$ cat config.mk
export PLATFORM = sky130hd
export DESIGN_NAME = param_sync_fifo
export DESIGN_NICKNAME = d
export VERILOG_FILES = /design/src/rtl/param_sync_fifo.sv
export SDC_FILE = /design/constraint.sdc
export NUM_CORES = 1
export LEC_CHECK = 0
export CORE_UTILIZATION = 35
export DETAILED_ROUTE_END_ITERATION = 8
export GPL_TIMING_DRIVEN = 0
export SLEW_MARGIN = 10
export SYNTH_ARGS = -nofsm -noshare
export SYNTH_HDL_FRONTEND = slang
export SYNTH_SLANG_ARGS = --single-unit
$ cat constraint.sdc
create_clock -name clk -period 2.9 [get_ports clk]
set_input_delay 0.29 -clock clk [delete_from_list [all_inputs] [get_ports clk]]
set_output_delay 0.29 -clock clk [all_outputs]
set_load 0.005 [all_outputs]
$ cat src/rtl/param_sync_fifo.sv
// Parameterised synchronous FIFO with sticky error flags.
// Supports registered-read and first-word-fall-through modes.
module param_sync_fifo #(
    parameter  int WIDTH    = 8,
    parameter  int DEPTH    = 64,
    parameter  int AF_LEVEL = DEPTH - 4,
    parameter  int AE_LEVEL = 4,
    parameter  int FWFT     = 0,
    localparam int CW       = $clog2(DEPTH + 1)
) (
    input  logic             clk,
    input  logic             rst_n,
    input  logic             wr_en,
    input  logic [WIDTH-1:0] wr_data,
    input  logic             rd_en,
    output logic [WIDTH-1:0] rd_data,
    output logic             full,
    output logic             empty,
    output logic             almost_full,
    output logic             almost_empty,
    output logic [CW-1:0]    count,
    output logic             overflow,
    output logic             underflow,
    input  logic             clr_err
);

    localparam int PW = (DEPTH > 1) ? $clog2(DEPTH) : 1;

    localparam logic [PW-1:0] P_LAST  = PW'(DEPTH - 1);
    localparam logic [CW-1:0] C_DEPTH = CW'(DEPTH);

    logic [WIDTH-1:0] r_mem [DEPTH];

    logic [PW-1:0]    r_wr_ptr;
    logic [PW-1:0]    r_rd_ptr;
    logic [PW-1:0]    w_wr_ptr_nxt;
    logic [PW-1:0]    w_rd_ptr_nxt;
    logic [CW-1:0]    r_count;
    logic [CW-1:0]    w_cnt_nxt;
    logic             r_full;
    logic             r_empty;
    logic             r_af;
    logic             r_ae;
    logic             r_ovf;
    logic             r_unf;
    logic [WIDTH-1:0] r_rd_data;
    logic             w_wr_acc;
    logic             w_rd_acc;

    // Advance a pointer, wrapping at the last entry for any depth.
    function automatic logic [PW-1:0] f_inc(input logic [PW-1:0] p);
        return (p == P_LAST) ? '0 : p + 1'b1;
    endfunction

    // Acceptance is gated by the registered flags only.
    always_comb begin
        w_wr_acc     = wr_en & ~r_full;
        w_rd_acc     = rd_en & ~r_empty;
        w_wr_ptr_nxt = w_wr_acc ? f_inc(r_wr_ptr) : r_wr_ptr;
        w_rd_ptr_nxt = w_rd_acc ? f_inc(r_rd_ptr) : r_rd_ptr;
    end

    // Next occupancy: up on write only, down on read only.
    always_comb begin
        w_cnt_nxt = r_count;
        case ({w_wr_acc, w_rd_acc})
            2'b10:   w_cnt_nxt = r_count + CW'(1);
            2'b01:   w_cnt_nxt = r_count - CW'(1);
            default: w_cnt_nxt = r_count;
        endcase
    end

    // Pointers, count and status flags, all from next-state count.
    always_ff @(posedge clk) begin
        if (!rst_n) begin
            r_wr_ptr <= '0;
            r_rd_ptr <= '0;
            r_count  <= '0;
            r_full   <= 1'b0;
            r_empty  <= 1'b1;
            r_af     <= (AF_LEVEL <= 0);
            r_ae     <= 1'b1;
        end else begin
            r_wr_ptr <= w_wr_ptr_nxt;
            r_rd_ptr <= w_rd_ptr_nxt;
            r_count  <= w_cnt_nxt;
            r_full   <= (w_cnt_nxt == C_DEPTH);
            r_empty  <= (w_cnt_nxt == '0);
            r_af     <= (int'(w_cnt_nxt) >= AF_LEVEL);
            r_ae     <= (int'(w_cnt_nxt) <= AE_LEVEL);
        end
    end

    // Storage array; no reset so it maps onto plain RAM.
    always_ff @(posedge clk) begin
        if (rst_n && w_wr_acc) begin
            r_mem[r_wr_ptr] <= wr_data;
        end
    end

    // Sticky error flags; a new error wins over a clear.
    always_ff @(posedge clk) begin
        if (!rst_n) begin
            r_ovf <= 1'b0;
            r_unf <= 1'b0;
        end else begin
            if (wr_en && r_full) begin
                r_ovf <= 1'b1;
            end else if (clr_err) begin
                r_ovf <= 1'b0;
            end
            if (rd_en && r_empty) begin
                r_unf <= 1'b1;
            end else if (clr_err) begin
                r_unf <= 1'b0;
            end
        end
    end

    if (FWFT == 0) begin : g_std

        // Registered read: word appears the cycle after the pop.
        always_ff @(posedge clk) begin
            if (!rst_n) begin
                r_rd_data <= '0;
            end else if (w_rd_acc) begin
                r_rd_data <= r_mem[r_rd_ptr];
            end
        end

    end else begin : g_fwft

        logic [PW-1:0] w_head_ptr;
        logic          w_bypass;

        // Head after this edge; bypass when it is the word being written.
        always_comb begin
            w_head_ptr = w_rd_ptr_nxt;
            w_bypass   = w_wr_acc && (r_wr_ptr == w_head_ptr);
        end

        // Preload the head word so it is visible whenever not empty.
        always_ff @(posedge clk) begin
            if (!rst_n) begin
                r_rd_data <= '0;
            end else if (w_wr_acc || w_rd_acc) begin
                r_rd_data <= w_bypass ? wr_data : r_mem[w_head_ptr];
            end
        end

    end

    assign rd_data      = r_rd_data;
    assign full         = r_full;
    assign empty        = r_empty;
    assign almost_full  = r_af;
    assign almost_empty = r_ae;
    assign count        = r_count;
    assign overflow     = r_ovf;
    assign underflow    = r_unf;

endmodule

Word level (Yosys, flattened, before mapping)
Memory sizes are Yosys's and may differ from the RTL's. A register that Yosys moved wholly into a read port is not among the register bits.
Index checks and enable logic that the tools add are counted.
- add/sub/neg operators: 4
- magnitude comparators: 2
- equal/unequal tests: 5
- muxes and demuxes: 8
- bitwise logic cells: 4
- reductions and logical operators: 7
- operators with widths (kind ; count):
    $pmux W7 S2 ; 1
    $add A6 B1 Y6 const B ; 2
    $eq A6 B6 Y1 const B ; 2
    $mux W6 ; 2
    $add A7 B1 Y7 const B ; 1
    $eq A7 B7 Y1 const B ; 1
    $ge A7 B6 Y1 const B ; 1
    $le A7 B3 Y1 const B ; 1
    $logic_not A7 Y1 ; 1
    $sub A7 B1 Y7 const B ; 1
    $mux W1 ; 5
    $reduce_bool A2 Y1 ; 2
    $logic_and A1 B1 Y1 ; 3
    $and A1 B1 Y1 ; 2
    $eq A2 B1 Y1 const B ; 1
    $eq A2 B2 Y1 const B ; 1
    $not A1 Y1 ; 2
    $logic_not A1 Y1 ; 1
- register bits: 25
- memory bits (writable): 512
- input port bits: 13
- logic and storage cells: 40
- memories kept: 1
- memory list (memory ; depth ; width ; rd ports ; clocked after Yosys merged registers in ; write ports ; line ; text):
    r_mem ; 64 ; 8 ; 1 ; 1 ; 1 ; 32 ; logic [WIDTH-1:0] r_mem [DEPTH];

Logic depth before layout (Yosys ltp)
- depth in word-level cells: 5
- gate-level depth with buffers: 13
- depth with buffers taken out: 11

Worst setup path after synthesis
OpenSTA, ideal clock, no wires.
- path type: flip-flop to flip-flop
- from: reg r_empty, in the netlist empty
- to: reg r_ae, in the netlist almost_empty
- library setup time: 0.087 ns
- arrival: 2.969 ns
- path slack: -0.156 ns
- cell stages (with the launch flop): 13
- buffers on the path: 2
- cell sequence: dfxtp_1 nand2b_2 clkinv_1 clkbuf_1 buf_1 nand2_1 xnor2_1 ha_1 or4b_4 nor4_4 o31ai_1 a311o_1 o31ai_1
- longest elaborated chain between the ends: 5
- elaborated cells between the ends (all ways): 6
- RTL lines (item ; line ; text):
    from (decl) ; 41 ; logic r_empty;
    from (signal assigned) ; 88 ; r_empty <= (w_cnt_nxt == '0);
    $not A1 Y1 * ; 58 ; w_rd_acc = rd_en & ~r_empty;
    $and A1 B1 Y1 * ; 58 ;
    $eq A2 B1 Y1 / $eq A2 B2 Y1 (equally long branches) ; 66 ; case ({w_wr_acc, w_rd_acc})
    $pmux W7 S2 * ; 66 ;
    $le A7 B3 Y1 * ; 90 ; r_ae <= (int'(w_cnt_nxt) <= AE_LEVEL);
    to (signal assigned) ; 90 ;
    to (decl) ; 43 ; logic r_ae;
Mark *: on every way between the ends. The rest lies on a longest branch, timed or not.
A chain may end at the register's enable or synchronous reset.

Worst setup path in the final report
- from: in rst_n
- to: mem r_mem[17][1], enable pin
- longest elaborated chain between the ends: 3
- RTL lines (item ; line ; text):
    from (decl) ; 12 ; input logic rst_n,
    $logic_and A1 B1 Y1 ; 96 ; if (rst_n && w_wr_acc) begin
    $mux W1 ; 96 ;
    $mux W1 (not written as such) ; 97 ; r_mem[r_wr_ptr] <= wr_data;
    to (decl) ; 32 ;
Every way passes these cells.

==> results.cfg <==
[run_status]
violations = setup timing
status = finished, violations left

[layout]
final_area_um2 = 25500
area_growth_pct = 16.5
drive_gt1_share_pct = 28.8
fin_nets = 1230
postLayoutCoreUtil_pct = 41.3
antennaDiodeCount = 0

[global_route]
grt_max_degree = 49
grt_overflow = 0
grt_pass1_wl_um = 78400
grt_usage_pct = 17.2
antenna_found_initial = 2
grt_pass1_vias = 11300

[logic_synthesis]
netlist_top_cells_area = edfxtp_1 70%, mux4_2 14%, dfxtp_1 3.0%
synth-edff-count = 512
synthXorXnorAreaFrac_pct = 0.475
synth_top_area_cell = edfxtp_1
synth_top_family_by_area = multiplexers
ys_top_cells_by_count = 512 x edfxtp_1, 138 x mux4_2, 81 x nor2_1
syn_inst = 1111
avgSynthCellArea_um2 = 19.7
ys_seq_area_share_pct = 73.3
yosysTopAreaCellShare_pct = 70.3
yosysMostFrequentCell = edfxtp_1
synth-compound-area-share_pct = 2.99
yosys.area_share.simple_pct = 4.63
synth_top_flop_cell = edfxtp_1
ys_async_sr_fraction_pct = 0
syn_nets = 1128
synth_mux_area_share_pct = 16.0
yosys_warnings = 0
ys_seq_elements = 545
netlist-cell-type-count = 62
syn_area_um2 = 21900
synth-adder-area-share_pct = 0.229

[route]
viasPerCell = 5.26
vias = 11000
dr.pass1.iters = 5
totalWireLength_um = 53800
remaining_drc_errors = 0
ant_nets = 0
wl_per_cell_um = 25.7
drtIter0Drc = 1089

[clock_network]
clkTransAtPathRegs_ps = 60
ctsHoldBuffers = 0
cts_made_buffers = 56
clock-sinks = 545
cts-root-buf = clkbuf_16
cts_tree = done
cts-htree-levels = 2
clk_latency_ps = 620
clockBufferDepth = 3

[placement]
dpl_worst_slack_ps = -922
gp_congestion = 0.935
place_area_um2 = 23400
portBuffers = 33
hpwl_um = 36400

[pwr]
p_leak_nw = 7.64
total_power_w = 0.0186
p_per_area_nw_per_um2 = 729
vdd_drop_max_mv = 0.402

[critical_path]
r2r_cells = 4
crit_path_max_fanout = 10
critPathLaunchType = input pin
end_kind = flip-flop
endpoint = r_mem[17][1]
required_ps = 3120
max_stage_delay_ps = 770
critPathArrivalTime_ps = 3120
crit_slowest_cell = nor2_1
r2r-end = r_mem[14][6]
timing.rr.start = r_wr_ptr[1]
critPathKind = input pin to flip-flop
cp_cell_sequence = clkdlybuf4s50_1 -> clkbuf_1 -> nand2_1 -> nor2_1 -> nand2_1 -> nor2_1
rrSetupSlack_ps = 120
cp-startpoint = rst_n

[timing]
slew-limit-headroom_pct = 29.1
post-route-period-util_pct = 100
rsz0062_at_grt = true
setup_viol = 2
post-route-min-period_ps = 2900
drv_slew = 0
hold_viol_final = 0
finClkSkew_ps = 32.0
worst_slack_ps = -1.79
fin_tns_setup_ps = -2.97
max_freq_mhz = 345
worstMarginPinSlew_ps = 1060

[die]
num_io_pins = 34
rows = 91
die_y_um = 252
dieArea_um2 = 63500
dieWidth_um = 252
initial_utilization_pct = 35.5
core-area_um2 = 61700

[run]
drv_cap = 0

[hold_path]
hp-class = input pin to flip-flop
## registers in the layout, indices dropped and copies added, names as in the netlist
name and count:
count 7, r_mem 512, empty 1, almost_full 1
underflow 1, almost_empty 1, overflow 1, rd_data 8
r_wr_ptr 6, full 1, r_rd_ptr 6
## power by group
group          switching, W  internal [W]
combinational       0.00128       0.00112
sequential         0.000101       0.00871
clock               0.00296       0.00440
total               0.00434        0.0142
## final cells by class
cell class                      count  area (um^2)
Multi-Input combinational cell    486         5460
Tap cell                          837         1050
Clock inverter                     26          288
Inverter                           11         46.3
Buffer                             67          470
Clock buffer                       77         1610
Sequential cell                   545        16000
Fill cell                        5506        36200
Timing Repair Buffer               46          518
## critical path, delay by kind of cell
family	cells	cell delay [ps]
buffers and inverters	2	1120
and+or+nand+nor	4	1700
## how the worst min path moves through the flow
stage | start | depth (start not counted) | slack, ps | endpoint
after floorplan | wr_data[0] | 0 | 390 | r_mem[0][0]
after global placement | underflow | 2 | 500 | underflow
after detailed placement | underflow | 2 | 510 | underflow
after CTS | wr_data[3] | 1 | 100 | r_mem[15][3]
after global routing | wr_data[3] | 1 | 130 | r_mem[15][3]
final | wr_data[3] | 1 | 130 | r_mem[15][3]
## cell usage in the layout (no fill, tap or decap), drive strengths merged, types with 10 or more instances in the layout
master,instances
a21oi,14
buf,68
clkbuf,97
clkdlybuf4s50,25
clkinv,19
dfxtp,33
edfxtp,512
inv,10
mux2i,35
mux4,138
nand2,31
nand3,12
nor2,81
nor2b,12
nor3,17
o211ai,10
o21ai,10
xnor2,10
## logic make-up (layout without fill, tap and decap cells)
group / Yosys count / count (layout)
flops: 545 / 545
simple gates: 202 / 202
mux: 177 / 177
compound gates: 92 / 92
buf+inv: 80 / 227
xor+xnor: 11 / 11
fa+ha+maj: 4 / 4
## metal layers
metal	global-route usage, %	vias to the layer above	wire (um)
li1	-	4767	-
met1	23.8	5815	23700
met2	27.3	343	25300
met3	3.58	88	3310
met4	5.35	4	1460
met5	0	-	22
## metrics by stage
stage	hold slack, ps	std cells
after floorplan	389	1111
after global routing	130	2095
after detailed placement	513	1989
after global placement	504	1981
final	133	2095
after CTS	103	2094
## repair_timing
item	in CTS	in global routing
endpoints found under the setup margin	63	317
setup buffers	2	3
resized for setup	10	44
pin swaps	0	3
(Power assumes the default switching activity.)
